--- src/rtl/mem_issue_queue.sv ---
// rtl/mem_issue_queue.sv - in-order memory issue queue feeding the MEM stage
// Entries wait for an address (exe) and, for stores, ROB commit before issue.
module mem_issue_queue #(
   parameter int DEPTH = 8
) (
   input  logic                       CLK,
   input  logic                       RESET,
   input  logic                       FLUSH,
   input  logic                       alloc_valid,
   input  logic [31:0]                alloc_instr_num,
   input  logic                       alloc_is_store,
   input  logic [5:0]                 alloc_ALU_Control,
   input  logic [5:0]                 alloc_RegWr_map,
   output logic                       alloc_ready,
   input  logic                       exe_valid,
   input  logic [31:0]                exe_instr_num,
   input  logic [31:0]                exe_ALU_result,
   input  logic [31:0]                exe_MemWriteData,
   input  logic                       commit_valid,
   input  logic [31:0]                commit_instr_num,
   input  logic                       mem_ready,
   output logic                       mem_valid,
   output logic [31:0]                ALU_result1_OUT,
   output logic [31:0]                MemWriteData1_OUT,
   output logic [5:0]                 ALU_Control1_OUT,
   output logic                       MemRead1_OUT,
   output logic                       MemWrite1_OUT,
   output logic [5:0]                 RegWr_map_OUT,
   output logic [31:0]                instr_num_OUT,
   output logic [$clog2(DEPTH):0]     count
);

   localparam int PW = $clog2(DEPTH);
   localparam int CW = PW + 1;
   localparam logic [CW-1:0] FULL_CNT = CW'(DEPTH);

   logic          q_valid [DEPTH];
   logic [31:0]   q_tag   [DEPTH];
   logic          q_store [DEPTH];
   logic [5:0]    q_ctl   [DEPTH];
   logic [5:0]    q_map   [DEPTH];
   logic [31:0]   q_addr  [DEPTH];
   logic [31:0]   q_wdata [DEPTH];
   logic          q_rdy   [DEPTH];
   logic          q_cmt   [DEPTH];

   logic [PW-1:0] head;
   logic [PW-1:0] tail;

   logic alloc_fire;
   logic alloc_exe_hit;
   logic alloc_cmt_hit;
   logic head_eligible;
   logic out_free;
   logic issue;

   always_comb begin
      alloc_ready   = (count != FULL_CNT);
      alloc_fire    = alloc_valid && alloc_ready && !FLUSH;
      alloc_exe_hit = exe_valid && (exe_instr_num == alloc_instr_num);
      alloc_cmt_hit = commit_valid && alloc_is_store && (commit_instr_num == alloc_instr_num);
      head_eligible = q_valid[head] && q_rdy[head] && (!q_store[head] || q_cmt[head]);
      out_free      = !mem_valid || mem_ready;
      issue         = head_eligible && out_free && !FLUSH;
   end

   always_ff @(posedge CLK or posedge RESET) begin
      if (RESET) begin
         for (int i = 0; i < DEPTH; i++) begin
            q_valid[i] <= 1'b0;
            q_tag[i]   <= '0;
            q_store[i] <= 1'b0;
            q_ctl[i]   <= '0;
            q_map[i]   <= '0;
            q_addr[i]  <= '0;
            q_wdata[i] <= '0;
            q_rdy[i]   <= 1'b0;
            q_cmt[i]   <= 1'b0;
         end
         head              <= '0;
         tail              <= '0;
         count             <= '0;
         mem_valid         <= 1'b0;
         ALU_result1_OUT   <= '0;
         MemWriteData1_OUT <= '0;
         ALU_Control1_OUT  <= '0;
         MemRead1_OUT      <= 1'b0;
         MemWrite1_OUT     <= 1'b0;
         RegWr_map_OUT     <= '0;
         instr_num_OUT     <= '0;
      end else if (FLUSH) begin
         for (int i = 0; i < DEPTH; i++) begin
            q_valid[i] <= 1'b0;
         end
         head              <= '0;
         tail              <= '0;
         count             <= '0;
         mem_valid         <= 1'b0;
         ALU_result1_OUT   <= '0;
         MemWriteData1_OUT <= '0;
         ALU_Control1_OUT  <= '0;
         MemRead1_OUT      <= 1'b0;
         MemWrite1_OUT     <= 1'b0;
         RegWr_map_OUT     <= '0;
         instr_num_OUT     <= '0;
      end else begin
         // Tag-matched wakeups act on pre-edge contents; a popped head drops them.
         for (int i = 0; i < DEPTH; i++) begin
            if (q_valid[i] && exe_valid && (q_tag[i] == exe_instr_num)) begin
               q_addr[i]  <= exe_ALU_result;
               q_wdata[i] <= exe_MemWriteData;
               q_rdy[i]   <= 1'b1;
            end
            if (q_valid[i] && q_store[i] && commit_valid && (q_tag[i] == commit_instr_num)) begin
               q_cmt[i] <= 1'b1;
            end
         end

         if (alloc_fire) begin
            q_valid[tail] <= 1'b1;
            q_tag[tail]   <= alloc_instr_num;
            q_store[tail] <= alloc_is_store;
            q_ctl[tail]   <= alloc_ALU_Control;
            q_map[tail]   <= alloc_RegWr_map;
            q_addr[tail]  <= alloc_exe_hit ? exe_ALU_result : '0;
            q_wdata[tail] <= alloc_exe_hit ? exe_MemWriteData : '0;
            q_rdy[tail]   <= alloc_exe_hit;
            q_cmt[tail]   <= alloc_cmt_hit;
            tail          <= tail + PW'(1);
         end

         if (issue) begin
            mem_valid         <= 1'b1;
            ALU_result1_OUT   <= q_addr[head];
            MemWriteData1_OUT <= q_wdata[head];
            ALU_Control1_OUT  <= q_ctl[head];
            MemRead1_OUT      <= !q_store[head];
            MemWrite1_OUT     <= q_store[head];
            RegWr_map_OUT     <= q_map[head];
            instr_num_OUT     <= q_tag[head];
            q_valid[head]     <= 1'b0;
            head              <= head + PW'(1);
         end else if (out_free) begin
            mem_valid     <= 1'b0;
            MemRead1_OUT  <= 1'b0;
            MemWrite1_OUT <= 1'b0;
         end

         case ({alloc_fire, issue})
            2'b10:   count <= count + CW'(1);
            2'b01:   count <= count - CW'(1);
            default: count <= count;
         endcase
      end
   end

endmodule

--- config.mk ---
export PLATFORM = sky130hd
export DESIGN_NAME = mem_issue_queue
export DESIGN_NICKNAME = d
export VERILOG_FILES = /design/src/rtl/mem_issue_queue.sv
export SDC_FILE = /design/constraint.sdc
export NUM_CORES = 2
export LEC_CHECK = 0
export BUFFER_PORTS_ARGS = -buffer_cell sky130_fd_sc_hd__buf_2
export CAP_MARGIN = 10
export CELL_PAD_IN_SITES_DETAIL_PLACEMENT = 0
export CELL_PAD_IN_SITES_GLOBAL_PLACEMENT = 1
export CORE_UTILIZATION = 50
export CTS_CLUSTER_DIAMETER = 120
export DETAILED_ROUTE_END_ITERATION = 10
export GPL_ROUTABILITY_DRIVEN = 1
export PLACE_DENSITY = 0.81
export SYNTH_ARGS = -nofsm -noshare
export SYNTH_HDL_FRONTEND = slang
export SYNTH_SLANG_ARGS = --single-unit
--- constraint.sdc ---
create_clock -name CLK -period 42.6 [get_ports CLK]
set_input_delay 6.39 -clock CLK [delete_from_list [all_inputs] [get_ports CLK]]
set_output_delay 6.39 -clock CLK [all_outputs]
set_load 0.05 [all_outputs]
==> results_dict.tcl <==
set metrics [dict create \
    r2r-start "head[0]" \
    synthArstFlopShare_pct 100 \
    critPathLaunchType "input port" \
    clock_latency_ns 0.73 \
    synth_nets 4638 \
    cts_resized 0 \
    cp-end-kind "register" \
    period_share_pct 23.2 \
    ys_types 62 \
    power.total_w 0.00284 \
    vias_per_cell 6.48 \
    antenna_found_initial 17 \
    area_delta_synth_final_pct 10.4 \
    ctsHoldBuffers 0 \
    synth-edff-count 0 \
    max_stage_delay_ns 0.90 \
    max-cap-violations 0 \
    numPortBuffers 295 \
    final-hold-violation-count 0 \
    cts-root-buf "clkbuf_16" \
    mostFrequentLayoutCells "dfrtp_1 (1014), nand2_1 (877), a22o_1 (508)" \
    holdPathEnd "q_map[10]" \
    reg2reg_to "MemWriteData1_OUT[8]" \
    path_cells "buf_2 > xor2_1 > nor4_1 > nand4_1 > nor3_1 > mux2_4 > buf_4 > a22o_1" \
    drc_errors 0 \
    die_h_um 322 \
    drive_gt1_share_pct 19.1 \
    finalCriticalPeriod_ns 9.89 \
    grt-ovfl-total 0 \
    relSlewSlack_pct 15.8 \
    rsz0062_at_grt "no" \
    grt_pass1_vias 36900 \
    final_common_cell "dfrtp_1" \
    min_from "q_map[10]" \
    die_area_um2 104000 \
    worstSetupPathType "in2reg" \
    coreArea_um2 101000 \
    ant_nets 0 \
    gpl.final_weighted_congestion 1.05 \
    tightest_slew_ns 1.25 \
    syn_area_um2 51100 \
    initial_core_util_pct 50.8 \
    cts_inserted_buffers 107 \
    num_rows 116 \
    p_leak_nw 25.6 \
    ys_ff_latch 1017 \
    cp_data_required_time_ns 43.24 \
    syn-mean-instance-area_um2 11.5 \
    power_density_nw_per_um2 50.2 \
    status "finished clean" \
    setup_viol 0 \
    track_usage_pct 38.2 \
    irDropWorstVdd_mv 0.0380 \
    yosys_warnings 0 \
    wl_per_cell_um 33.2 \
    critPathMaxFanout 52 \
    io_pins 296 \
    cp.arrival_ns 10.53 \
    via_count 38200 \
    cts_setup_buffers 0 \
    ys_seq_area_share_pct 49.8 \
    r2r_slack_ns 37.84 \
    slew_violations 0 \
    fin_skew_ns 0.0438 \
    grt_first_pass_wirelength_mm 281 \
    clkSlewWorstSetupHoldPaths_ns 0.06 \
    cts.sinks 1017 \
    die_w_um 322 \
    crit_path_top_delay_cell "nor4_1" \
    synth-main-ff-cell "dfrtp_1" \
    synthCells 4453 \
    tns_ns 0 \
    grt_start_max_net_pins 174 \
    cts_max_level 3 \
    dpl.hpwl_mm 130 \
    drtIter0Drc 4597 \
    rr_worst_depth 8 \
    drt_pass1_iterations 6 \
    cts_tree "built" \
    clk_path_buf_depth 3 \
    nNetsFinal 4632 \
    max_freq_mhz 101 \
    drt_wl_total_mm 196 \
    hold-path-cell-count 2 \
    worstHoldPathType "reg2reg" \
]
==> cells by family after synthesis <==
family          Yosys count  synth area share, %
flops                  1017                 49.8
mux                     418                 13.8
fa+ha+maj                 5                0.137
simple gates           1281                 10.7
xor+xnor                581                 9.97
compound gates          683                 11.3
buf+inv                 468                 4.38
==> registers in the layout (all words and copies together) (netlist names), 4 cells and up <==
signal	cells
RegWr_map_OUT	6
q_ctl	48
q_store	8
q_valid	8
q_map	48
q_cmt	8
q_tag	256
MemWriteData1_OUT	32
ALU_Control1_OUT	6
q_addr	256
q_wdata	256
ALU_result1_OUT	32
count	4
instr_num_OUT	32
q_rdy	8
==> stage by stage <==
| step | std cells | util, % | setup slack (ns) | instance area [um2] | hold WS, ns |
|---|---|---|---|---|---|
| global placement | 5695 | 52.3 | 31.97 | 52700 | 0.453 |
| floorplan | 4453 | - | 7.59 | 51100 | 0.441 |
| global route | 5897 | 56.1 | 32.27 | 56500 | 0.482 |
| finish | 5902 | 56.1 | 32.71 | 56500 | 0.473 |
| detailed placement | 5695 | 52.3 | 31.98 | 52700 | 0.459 |
| CTS | 5896 | 56.1 | 32.70 | 56500 | 0.472 |
==> per-layer routing <==
layer  share of wire [%]  track usage, %  wire (um)  up-vias
li1                    -               -          -    15800
met1                  44            58.3      86600    20100
met2                  42            53.3      82700     2047
met3                  11            10.4      20800      304
met4                 3.0            10.6       5930       20
met5               0.066               0        129        -
==> worst max-delay path, delay by kind of cell <==
kind | cells | cell delay (ns)
simple gates | 3 | 2.21
buf+inv | 2 | 1.02
mux | 1 | 0.43
compound gates | 1 | 0.25
xor+xnor | 1 | 0.12
==> power by group <==
part,switching [W],internal [W]
Combinational,0.000416,0.000227
Clock,0.000412,0.000586
Sequential,0.000136,0.00106
Total,0.000964,0.00187
==> how the worst max path moves through the flow <==
stage | from | endpoint | slack (ns) | cells after the start
final | exe_instr_num[5] | q_wdata[160] | 32.71 | 8
after detailed placement | RESET | head[2] | 31.98 | 6
after global routing | RESET | head[2] | 32.27 | 6
after global placement | RESET | head[2] | 31.97 | 6
after CTS | RESET | head[2] | 32.70 | 6
after floorplan | RESET | ALU_Control1_OUT[0] | 7.59 | 1
==> area by class of cell <==
cell class                 count  area, um2
antenna                        6       15.0
tap                         1357       1700
fill                        8633      44300
sequential                  1017      25500
clock inverter                50        692
clock buffer                 151       3050
multi-input combinational   2968      23600
inverter                       6       30.0
timing repair buffer         347       1910
==> synthesized netlist by cell type, types with 3 or more instances <==
master,count,area share [%]
buf_12,7,0.27
buf_4,24,0.35
a32oi_1,4,0.069
mux2_2,83,1.8
o22a_1,7,0.12
a22o_1,508,8.7
a21o_1,5,0.073
ha_1,4,0.098
mux2i_1,115,2.3
xor2_1,202,3.5
nor2b_1,8,0.098
mux4_2,220,9.7
buf_6,12,0.26
xnor2_1,378,6.5
nand2_1,878,6.4
inv_1,5,0.037
nand3_1,27,0.26
nor2_1,138,1.0
buf_1,98,0.72
clkbuf_1,172,1.3
nand3b_1,3,0.044
a211oi_1,111,1.6
buf_2,149,1.5
nor3_1,30,0.29
nor4_1,62,0.76
dfrtp_1,1017,50
o21ai_0,6,0.059
nand4_1,108,1.3
o22ai_2,4,0.098
and2_1,4,0.049
a21oi_1,18,0.18
Power figures use the tool's default switching activity.
